`src/rtl/ps2_host_tx.sv`:
```
// PS/2 host-to-device command transmitter: inhibits the bus, sends start, 8 data bits,
// odd parity and stop on device-generated clock edges, then checks the device ACK.
module ps2_host_tx #(
  parameter int INHIBIT_CYCLES = 5000,
  parameter int TIMEOUT_CYCLES = 750000
) (
  input  logic       clk,
  input  logic       reset,
  input  logic [7:0] tx_data,
  input  logic       tx_valid,
  output logic       tx_ready,
  input  logic       ps2_clk_in,
  input  logic       ps2_data_in,
  output logic       ps2_clk_oe,
  output logic       ps2_data_oe,
  output logic       busy,
  output logic       done,
  output logic       error
);
  localparam int TO_W  = ($clog2(TIMEOUT_CYCLES + 1) > 20) ? $clog2(TIMEOUT_CYCLES + 1) : 20;
  localparam int INH_W = (INHIBIT_CYCLES > 1) ? $clog2(INHIBIT_CYCLES) : 1;
  localparam logic [INH_W-1:0] INH_LAST = INH_W'(INHIBIT_CYCLES - 1);
  localparam logic [TO_W-1:0]  TO_LIMIT = TO_W'(TIMEOUT_CYCLES);
  localparam logic [TO_W-1:0]  TO_MAX   = '1;

  localparam logic [2:0] ST_IDLE      = 3'd0;
  localparam logic [2:0] ST_INHIBIT   = 3'd1;
  localparam logic [2:0] ST_START     = 3'd2;
  localparam logic [2:0] ST_SEND      = 3'd3;
  localparam logic [2:0] ST_ACK       = 3'd4;
  localparam logic [2:0] ST_WAIT_IDLE = 3'd5;

  logic [2:0]       state_q, state_d;
  logic [2:0]       clk_sync_q, clk_sync_d;
  logic [1:0]       data_sync_q, data_sync_d;
  logic [7:0]       data_q, data_d;
  logic             parity_q, parity_d;
  logic [3:0]       bit_idx_q, bit_idx_d;
  logic [INH_W-1:0] inh_cnt_q, inh_cnt_d;
  logic [TO_W-1:0]  to_cnt_q, to_cnt_d;
  logic             clk_oe_q, clk_oe_d;
  logic             data_oe_q, data_oe_d;
  logic             done_q, done_d;
  logic             error_q, error_d;

  logic             clk_s, data_s, fe;
  logic [9:0]       frame;
  logic [TO_W-1:0]  to_inc;

  // Stage [2] of the clock synchronizer is edge-detect history only.
  assign clk_s  = clk_sync_q[1];
  assign data_s = data_sync_q[1];
  assign fe     = clk_sync_q[2] & ~clk_sync_q[1];
  assign frame  = {1'b1, parity_q, data_q};
  assign to_inc = (to_cnt_q == TO_MAX) ? to_cnt_q : to_cnt_q + 1'b1;

  always_comb begin
    state_d     = state_q;
    clk_sync_d  = {clk_sync_q[1:0], ps2_clk_in};
    data_sync_d = {data_sync_q[0], ps2_data_in};
    data_d      = data_q;
    parity_d    = parity_q;
    bit_idx_d   = bit_idx_q;
    inh_cnt_d   = inh_cnt_q;
    to_cnt_d    = to_cnt_q;
    data_oe_d   = data_oe_q;
    done_d      = 1'b0;
    error_d     = 1'b0;

    case (state_q)
      ST_IDLE: begin
        bit_idx_d = '0;
        inh_cnt_d = '0;
        to_cnt_d  = '0;
        if (tx_valid) begin
          data_d   = tx_data;
          parity_d = ~^tx_data;
          state_d  = ST_INHIBIT;
        end
      end
      ST_INHIBIT: begin
        if (inh_cnt_q == INH_LAST) begin
          state_d   = ST_START;
          data_oe_d = 1'b1;
        end else begin
          inh_cnt_d = inh_cnt_q + 1'b1;
        end
      end
      ST_START: begin
        state_d   = ST_SEND;
        to_cnt_d  = '0;
        bit_idx_d = '0;
      end
      ST_SEND: begin
        if (fe) begin
          to_cnt_d  = '0;
          data_oe_d = ~frame[bit_idx_q];
          if (bit_idx_q == 4'd9) state_d = ST_ACK;
          else                   bit_idx_d = bit_idx_q + 4'd1;
        end else begin
          to_cnt_d = to_inc;
          if (to_inc >= TO_LIMIT) begin
            error_d = 1'b1;
            state_d = ST_IDLE;
          end
        end
      end
      ST_ACK: begin
        if (fe) begin
          to_cnt_d = '0;
          if (data_s) begin
            error_d = 1'b1;
            state_d = ST_IDLE;
          end else begin
            state_d = ST_WAIT_IDLE;
          end
        end else begin
          to_cnt_d = to_inc;
          if (to_inc >= TO_LIMIT) begin
            error_d = 1'b1;
            state_d = ST_IDLE;
          end
        end
      end
      ST_WAIT_IDLE: begin
        if (clk_s && data_s) begin
          done_d  = 1'b1;
          state_d = ST_IDLE;
        end else if (fe) begin
          to_cnt_d = '0;
        end else begin
          to_cnt_d = to_inc;
          if (to_inc >= TO_LIMIT) begin
            error_d = 1'b1;
            state_d = ST_IDLE;
          end
        end
      end
      default: state_d = ST_IDLE;
    endcase

    // Line drivers are registered from the next state so they switch with it, glitch-free.
    if (state_d == ST_IDLE) data_oe_d = 1'b0;
    clk_oe_d = (state_d == ST_INHIBIT) || (state_d == ST_START);
  end

  always_ff @(posedge clk) begin
    if (reset) begin
      state_q     <= ST_IDLE;
      clk_sync_q  <= '1;
      data_sync_q <= '1;
      data_q      <= '0;
      parity_q    <= 1'b0;
      bit_idx_q   <= '0;
      inh_cnt_q   <= '0;
      to_cnt_q    <= '0;
      clk_oe_q    <= 1'b0;
      data_oe_q   <= 1'b0;
      done_q      <= 1'b0;
      error_q     <= 1'b0;
    end else begin
      state_q     <= state_d;
      clk_sync_q  <= clk_sync_d;
      data_sync_q <= data_sync_d;
      data_q      <= data_d;
      parity_q    <= parity_d;
      bit_idx_q   <= bit_idx_d;
      inh_cnt_q   <= inh_cnt_d;
      to_cnt_q    <= to_cnt_d;
      clk_oe_q    <= clk_oe_d;
      data_oe_q   <= data_oe_d;
      done_q      <= done_d;
      error_q     <= error_d;
    end
  end

  assign tx_ready    = (state_q == ST_IDLE);
  assign busy        = (state_q != ST_IDLE);
  assign ps2_clk_oe  = clk_oe_q;
  assign ps2_data_oe = data_oe_q;
  assign done        = done_q;
  assign error       = error_q;
endmodule

```
`config.mk`:
```
export PLATFORM = sky130hd
export DESIGN_NAME = ps2_host_tx
export DESIGN_NICKNAME = d
export VERILOG_FILES = /design/src/rtl/ps2_host_tx.sv
export SDC_FILE = /design/constraint.sdc
export NUM_CORES = 1
export LEC_CHECK = 0
export ABC_AREA = 1
export CELL_PAD_IN_SITES_DETAIL_PLACEMENT = 0
export CELL_PAD_IN_SITES_GLOBAL_PLACEMENT = 1
export CORE_MARGIN = 2
export CORE_UTILIZATION = 40
export CTS_BUF_LIST = sky130_fd_sc_hd__clkbuf_8
export DETAILED_ROUTE_END_ITERATION = 12
export PLACE_DENSITY = 0.79
export SYNTH_ARGS = -nofsm -noshare
export SYNTH_HDL_FRONTEND = slang
export SYNTH_SLANG_ARGS = --single-unit
```
`constraint.sdc`:
```
create_clock -name clk -period 3.4 [get_ports clk]
set_input_delay 1.02 -clock clk [delete_from_list [all_inputs] [get_ports clk]]
set_output_delay 1.02 -clock clk [all_outputs]
set_load 0.005 [all_outputs]
```
==> results of run 1 <==
## power groups by stage
stage	Clock, mW	Sequential [mW]	Combinational (mW)
6_report	0.715	0.703	0.119
5_1_grt	0.758	0.705	0.133
4_1_cts	0.734	0.703	0.120
3_5_place_dp	0	0.719	0.119
3_3_place_gp	0	0.719	0.119
2_1_floorplan	0	0.716	0.0734
## through the flow
step	instance area, um2	worst slack [ps]	total power [mW]	hold slack [ps]
global placement	3744	794.4	0.8374	397.9
floorplan	3442	1448	0.7895	389.5
CTS	3963	443.5	1.557	411.4
detailed placement	3744	735.4	0.8376	393.0
global route	3963	319.5	1.596	425.2
finish	3963	487.2	1.537	409.5
## metal layers
layer / part of all wire [%] / global-route usage (%) / wire [um]
met5: 0 / 0 / 0
met3: 4.3 / 3.251 / 365
met2: 47 / 30.50 / 4033
met4: 1.2 / 5.742 / 99
met1: 48 / 25.93 / 4082
## worst max-delay path by stage
stage / start / depth (start not counted) / slack [ps] / to
6_report: state_q[0] / 4 / 490 / tx_ready
4_1_cts: state_q[0] / 4 / 440 / tx_ready
3_3_place_gp: tx_valid / 7 / 790 / ps2_data_oe
5_1_grt: state_q[0] / 4 / 320 / tx_ready
2_1_floorplan: to_cnt_q[0] / 15 / 1450 / ps2_data_oe
3_5_place_dp: tx_valid / 7 / 740 / ps2_data_oe
## cells in the final DEF, fill, tap and decap left out
cell / n
xor2_1: 6
clkinvlp_4: 1
clkinv_2: 2
o31ai_1: 1
o21ai_1: 1
a211oi_1: 2
and2_1: 2
nor3b_1: 2
clkdlybuf4s50_1: 18
xnor2_1: 6
clkinv_1: 1
o21bai_1: 1
nand3_1: 33
o21ai_2: 1
nor2_2: 8
ha_1: 4
nand2_1: 140
nand3_2: 3
clkbuf_8: 10
o211ai_1: 2
nand3b_1: 1
or2_2: 7
bufinv_16: 2
nand4_1: 8
nand3_4: 1
nor2_1: 49
nor4_1: 5
a21oi_1: 49
a221oi_1: 2
o21ai_0: 25
nand2_2: 13
inv_2: 13
nor2_4: 3
buf_4: 4
nor3_2: 3
nor3_1: 16
inv_1: 62
dfxtp_1: 58
## cells by family (layout without fill, tap and decap cells)
| logic type | count (synthesis) | count (layout) |
|---|---|---|
| AOI/OAI and AO/OA | 84 | 84 |
| DFF | 58 | 58 |
| adders and majority gates | 4 | 4 |
| and+or+nand+nor | 294 | 294 |
| buffers and inverters | 84 | 113 |
| xor gates and xnor gates | 12 | 12 |
## sequential cells by signal, summed over array words and instances (netlist names)
| name | count |
|---|---|
| state_q | 3 |
| to_cnt_q | 20 |
| data_sync_q | 2 |
| error | 1 |
| ps2_data_oe | 1 |
| inh_cnt_q | 13 |
| clk_sync_q | 3 |
| data_q | 8 |
| parity_q | 1 |
| ps2_clk_oe | 1 |
| done | 1 |
| bit_idx_q | 4 |
## worst max-delay path, delay by kind of cell (launching register included)
family	cells	cell delay [ps]
buffers and inverters	2	670
and+or+nand+nor	2	520
DFF	1	370
## layout make-up
| class | count | area share, % |
|---|---|---|
| flip-flops and latches | 58 | 29.30 |
| multi-input cells | 394 | 49.45 |
| repair buffers | 22 | 5.305 |
| clock inverters | 6 | 2.052 |
| well taps | 105 | 3.315 |
| clock buffers | 10 | 3.473 |
| inverters | 75 | 7.105 |
==> impl_metrics.yaml, run 1 <==
synth:
  synthXorXnorAreaFrac_pct: 3.053
  yosysSeqAreaShare_pct: 33.73
  async_reset_ff_share_pct: 0
  synth_top_flop_cell: "dfxtp_1"
  synthTopCellsByCount: "140 x nand2_1, 61 x inv_1, 58 x dfxtp_1"
  synth_fa_ha_area_share_pct: 1.454
  synth-simple-area-share_pct: 39.29
  netlist_area_um2: 3442
  synth_top_family_by_area: "simple AND/OR/NAND/NOR gates"
  ys_types: 35
  synth_cells: 536
  synthTopCellsByArea: "dfxtp_1 34%, nand2_1 15%, a21oi_1 7.1%, inv_1 6.7%, nor2_1 5.3%"
  synth_compound_area_share_pct: 12.98
  synth_edf_count: 0
  syn-num-nets: 553
  yosysTopAreaCellShare_pct: 33.73
  avgSynthCellArea_um2: 6.422
  synth-seq-cells: 58
  synth_mux_area_share_pct: 0
  yosysMostFrequentCell: "nand2_1"
  yosysTopAreaCell: "dfxtp_1"
  ys.warnings.count: 0
global_routing:
  antenna_found_initial: 0
  grtUsageTotal_pct: 18.93
  gr-total-overflow: 0
  grt_pass1_vias: 3094
  grt_pass1_wl_um: 14680
  grt_max_degree: 20
worst_setup_path:
  worst-path-max-fanout: 7
  crit_chain: "nor2_1, inv_1, nor2_1, clkdlybuf4s50_1"
  reg2reg_from: "to_cnt_q[0]"
  critPathArrivalTime_ps: 1890
  cp_slowest_stage_delay_ps: 590
  crit_path_top_delay_cell: "clkdlybuf4s50_1"
  r2r_cells: 16
  path_common_cell: "nor2_1"
  r2r_end: "ps2_data_oe"
  end_kind: "primary output"
  regToRegSetupSlack_ps: 990
  crit_required_ps: 2380
  start_kind: "flop"
  setup.worst_path.class: "reg -> out"
floorplanning:
  dieArea_um2: 9363
  start_util_pct: 41.47
  core_area_um2: 8299
  die_h_um: 96.77
  chipWidth_um: 96.77
  io_pins: 19
  fp-row-count: 33
routing:
  wl_um: 8581
  drc_errors: 0
  drt-wirelength-per-cell_um: 12.81
  via_per_inst: 4.972
  drt-initial-drc-count: 110
  dr.pass1.iters: 5
  vias: 3331
  final_antenna_net_count: 0
cts:
  clockBufferDepth: 2
  path_clk_slew_ps: 70
  numCtsBuffers: 9
  cts.sinks: 58
  cts.hold.buffers_added: 0
  postCtsSetupBuffers: 0
  ctsRootBufferMaster: "clkbuf_8"
  insertion_delay_ps: 340
  htree_levels: 3
  cts_tree: "yes"
  cts_resized: 0
placement:
  gp_congestion: 0.8744
  port_buffers: 18
  dp_cells: 654
  dpl.hpwl_um: 6306
layout:
  drive_gt1_share_pct: 12.57
  syn_to_final_growth_pct: 15.12
  utilization_pct: 47.75
  final.fill_count: 877
  multiInputGateArea_um2: 1959
  area.sequential_um2: 1161
  fin_cells: 670
  final_nets: 577
  insertedDiodeCount: 0
worst_hold_path:
  whs_path_depth: 1
  hold_path_class: "reg -> reg"
  hold-path-endpoint: "clk_sync_q[1]"
  min-delay-start: "clk_sync_q[0]"
status:
  outcome: "complete, no violations"
power:
  seq_power_share_pct: 45.7
  power.leakage_nw: 1.559
  p_sw_uw: 367.5
  comb_power_share_pct: 7.8
  p_per_area_nw_per_um2: 387.9
  ir_worst_vdd_mv: 0.2188
  clock_power_share_pct: 46.5
  swShare_pct: 23.91
  internal-power_mw: 1.170
timing:
  final-setup-viol-count: 0
  max_slew_margin_pct: 65.29
  finalMaxSlewViolations: 0
  worst_pin_slew_ps: 517.9
  hold_violations: 0
  period_share_pct: 85.67
  fmaxAchievable_ghz: 0.3433
  fin_skew_ps: 12.48
  grt_setup_unrepaired: "no"
  period_minus_slack_ps: 2913
  fin_tns_setup_ps: 0
job:
  maxCapViolCount: 0
(Power assumes the default switching activity.)
==> inputs of run 2 (changes only) <==
Clock period 3.4 ns to 3.75 ns, I/O delays scaled along.
==> run 2 against run 1 <==
  * Clock power down 7.4%
  * Critical path type unchanged
  * Utilization up 0.090 points
  * Critical path depth unchanged
  * Power down 8.4%
  * Non-clock buffer count unchanged
  * Sequential share of layout area down 0.055 points
  * Routed wire length down 0.65%
  * Cell count down 0.15%
  * Clock skew down 0.84 ps
  * Worst setup slack better by 240 ps
  * First-iteration DRC count up 8.2%
  * Sequential power down 9.2%
==> impl_metrics.yaml, run 2 (synthesis gave the netlist of run 1 again) <==
timing:
  final-setup-viol-count: 0
  fin_skew_ps: 11.64
  finalMaxSlewViolations: 0
  grt_setup_unrepaired: "no"
  fin_hold_ws_ps: 414.9
  max_slew_margin_pct: 70.13
  fmaxAchievable_ghz: 0.3309
  period_share_pct: 80.58
  worst_pin_slew_ps: 444.0
  hold_violations: 0
  fin_tns_setup_ps: 0
  period_minus_slack_ps: 3022
power:
  swShare_pct: 23.30
  power.leakage_nw: 1.553
  comb_power_share_pct: 7.6
  internal-power_mw: 1.080
  seq_power_share_pct: 45.3
  p_sw_uw: 328.0
  clock_power_share_pct: 47.0
  p_per_area_nw_per_um2: 354.6
  ir_worst_vdd_mv: 0.1757
worst_setup_path:
  end_kind: "primary output"
  crit_required_ps: 2620
  setup.worst_path.class: "reg -> out"
  start_kind: "flop"
  critPathArrivalTime_ps: 1900
  worst-path-max-fanout: 7
routing:
  via_per_inst: 4.967
  dr.pass1.iters: 4
  vias: 3323
  final_antenna_net_count: 0
  wl_um: 8525
  drt-initial-drc-count: 119
  drc_errors: 0
  drt-wirelength-per-cell_um: 12.74
layout:
  insertedDiodeCount: 0
  drive_gt1_share_pct: 12.59
  syn_to_final_growth_pct: 15.34
  final_cell_mix: "140 x nand2_1, 61 x inv_1, 58 x dfxtp_1, 49 x nor2_1, 49 x a21oi_1"
  top_register: "to_cnt_q"
  final_nets: 577
  top_regs: "to_cnt_q: 20 flops, inh_cnt_q: 13 flops, data_q: 8 flops"
  final.fill_count: 845
  final_common_cell: "nand2_1"
  largest_reg_flops: 20
global_routing:
  grt_pass1_vias: 3177
  grtUsageTotal_pct: 18.77
  gr-total-overflow: 0
  grt_pass1_wl_um: 14680
  grt_max_degree: 21
  antenna_found_initial: 0
cts:
  postCtsSetupBuffers: 0
  path_clk_slew_ps: 70
  cts_tree: "yes"
  insertion_delay_ps: 330
  numCtsBuffers: 9
  ctsRootBufferMaster: "clkbuf_8"
  cts.hold.buffers_added: 0
  clockBufferDepth: 2
  cts.sinks: 58
  cts_resized: 0
  htree_levels: 3
placement:
  port_buffers: 18
  dpl.hpwl_um: 6306
  gp_congestion: 0.8645
floorplanning:
  dieArea_um2: 9363
  core_area_um2: 8299
  fp-row-count: 33
  io_pins: 19
  start_util_pct: 41.47
  die_h_um: 96.77
  chipWidth_um: 96.77
worst_hold_path:
  hold_path_class: "reg -> reg"
job:
  maxCapViolCount: 0
status:
  outcome: "complete, no violations"
## run 2: final cells by class
| class | instances | area, um2 | area share [%] |
|---|---|---|---|
| Inverter | 75 | 281.5 | 7.091 |
| Timing Repair Buffer | 22 | 210.2 | 5.295 |
| Multi-Input combinational cell | 394 | 1959 | 49.35 |
| Clock inverter | 4 | 75.07 | 1.891 |
| Clock buffer | 11 | 151.4 | 3.813 |
| Sequential cell | 58 | 1161 | 29.25 |
| Tap cell | 105 | 131.4 | 3.309 |
## run 2: final timing paths
check | slack [ps] | end | cells after the start | startpoint
max | 730 | tx_ready | 4 | state_q[0]
min | 410 | clk_sync_q[1] | 1 | clk_sync_q[0]
max reg2reg | 1330 | ps2_data_oe | 16 | to_cnt_q[0]
min reg2reg | 410 | clk_sync_q[1] | 1 | clk_sync_q[0]
## run 2: metal layers
metal	track usage, %	vias to the layer above	wire length, um
met2	31.30	32	4082
met3	4.046	4	190
met1	24.53	1514	4206
met4	5.200	0	45
li1	-	1773	-
met5	0	-	0
## run 2: critical path, stage by stage (launching register included)
cell             delay, ps
dfxtp_1                380
nor2_1                 180
inv_1                   80
nor2_1                 340
clkdlybuf4s50_1        590
## run 2: through the flow
stage / cell area, um2 / worst slack [ps] / total power [mW] / cells / util, %
global placement: 3744 / 1012 / 0.7589 / 654 / 45.11
CTS: 3970 / 682.4 / 1.426 / 669 / 47.84
detailed placement: 3744 / 967.1 / 0.7595 / 654 / 45.11
global route: 3970 / 524.4 / 1.469 / 669 / 47.84
floorplan: 3442 / 1779 / 0.7158 / 536 / -
finish: 3970 / 728.3 / 1.408 / 669 / 47.84
## run 2: power by group through the flow
stage	registers, mW	clock network (mW)	logic, mW
finish	0.638	0.662	0.108
CTS	0.638	0.680	0.108
floorplan	0.649	0	0.0666
global route	0.639	0.708	0.121
detailed placement	0.652	0	0.108
global placement	0.652	0	0.107
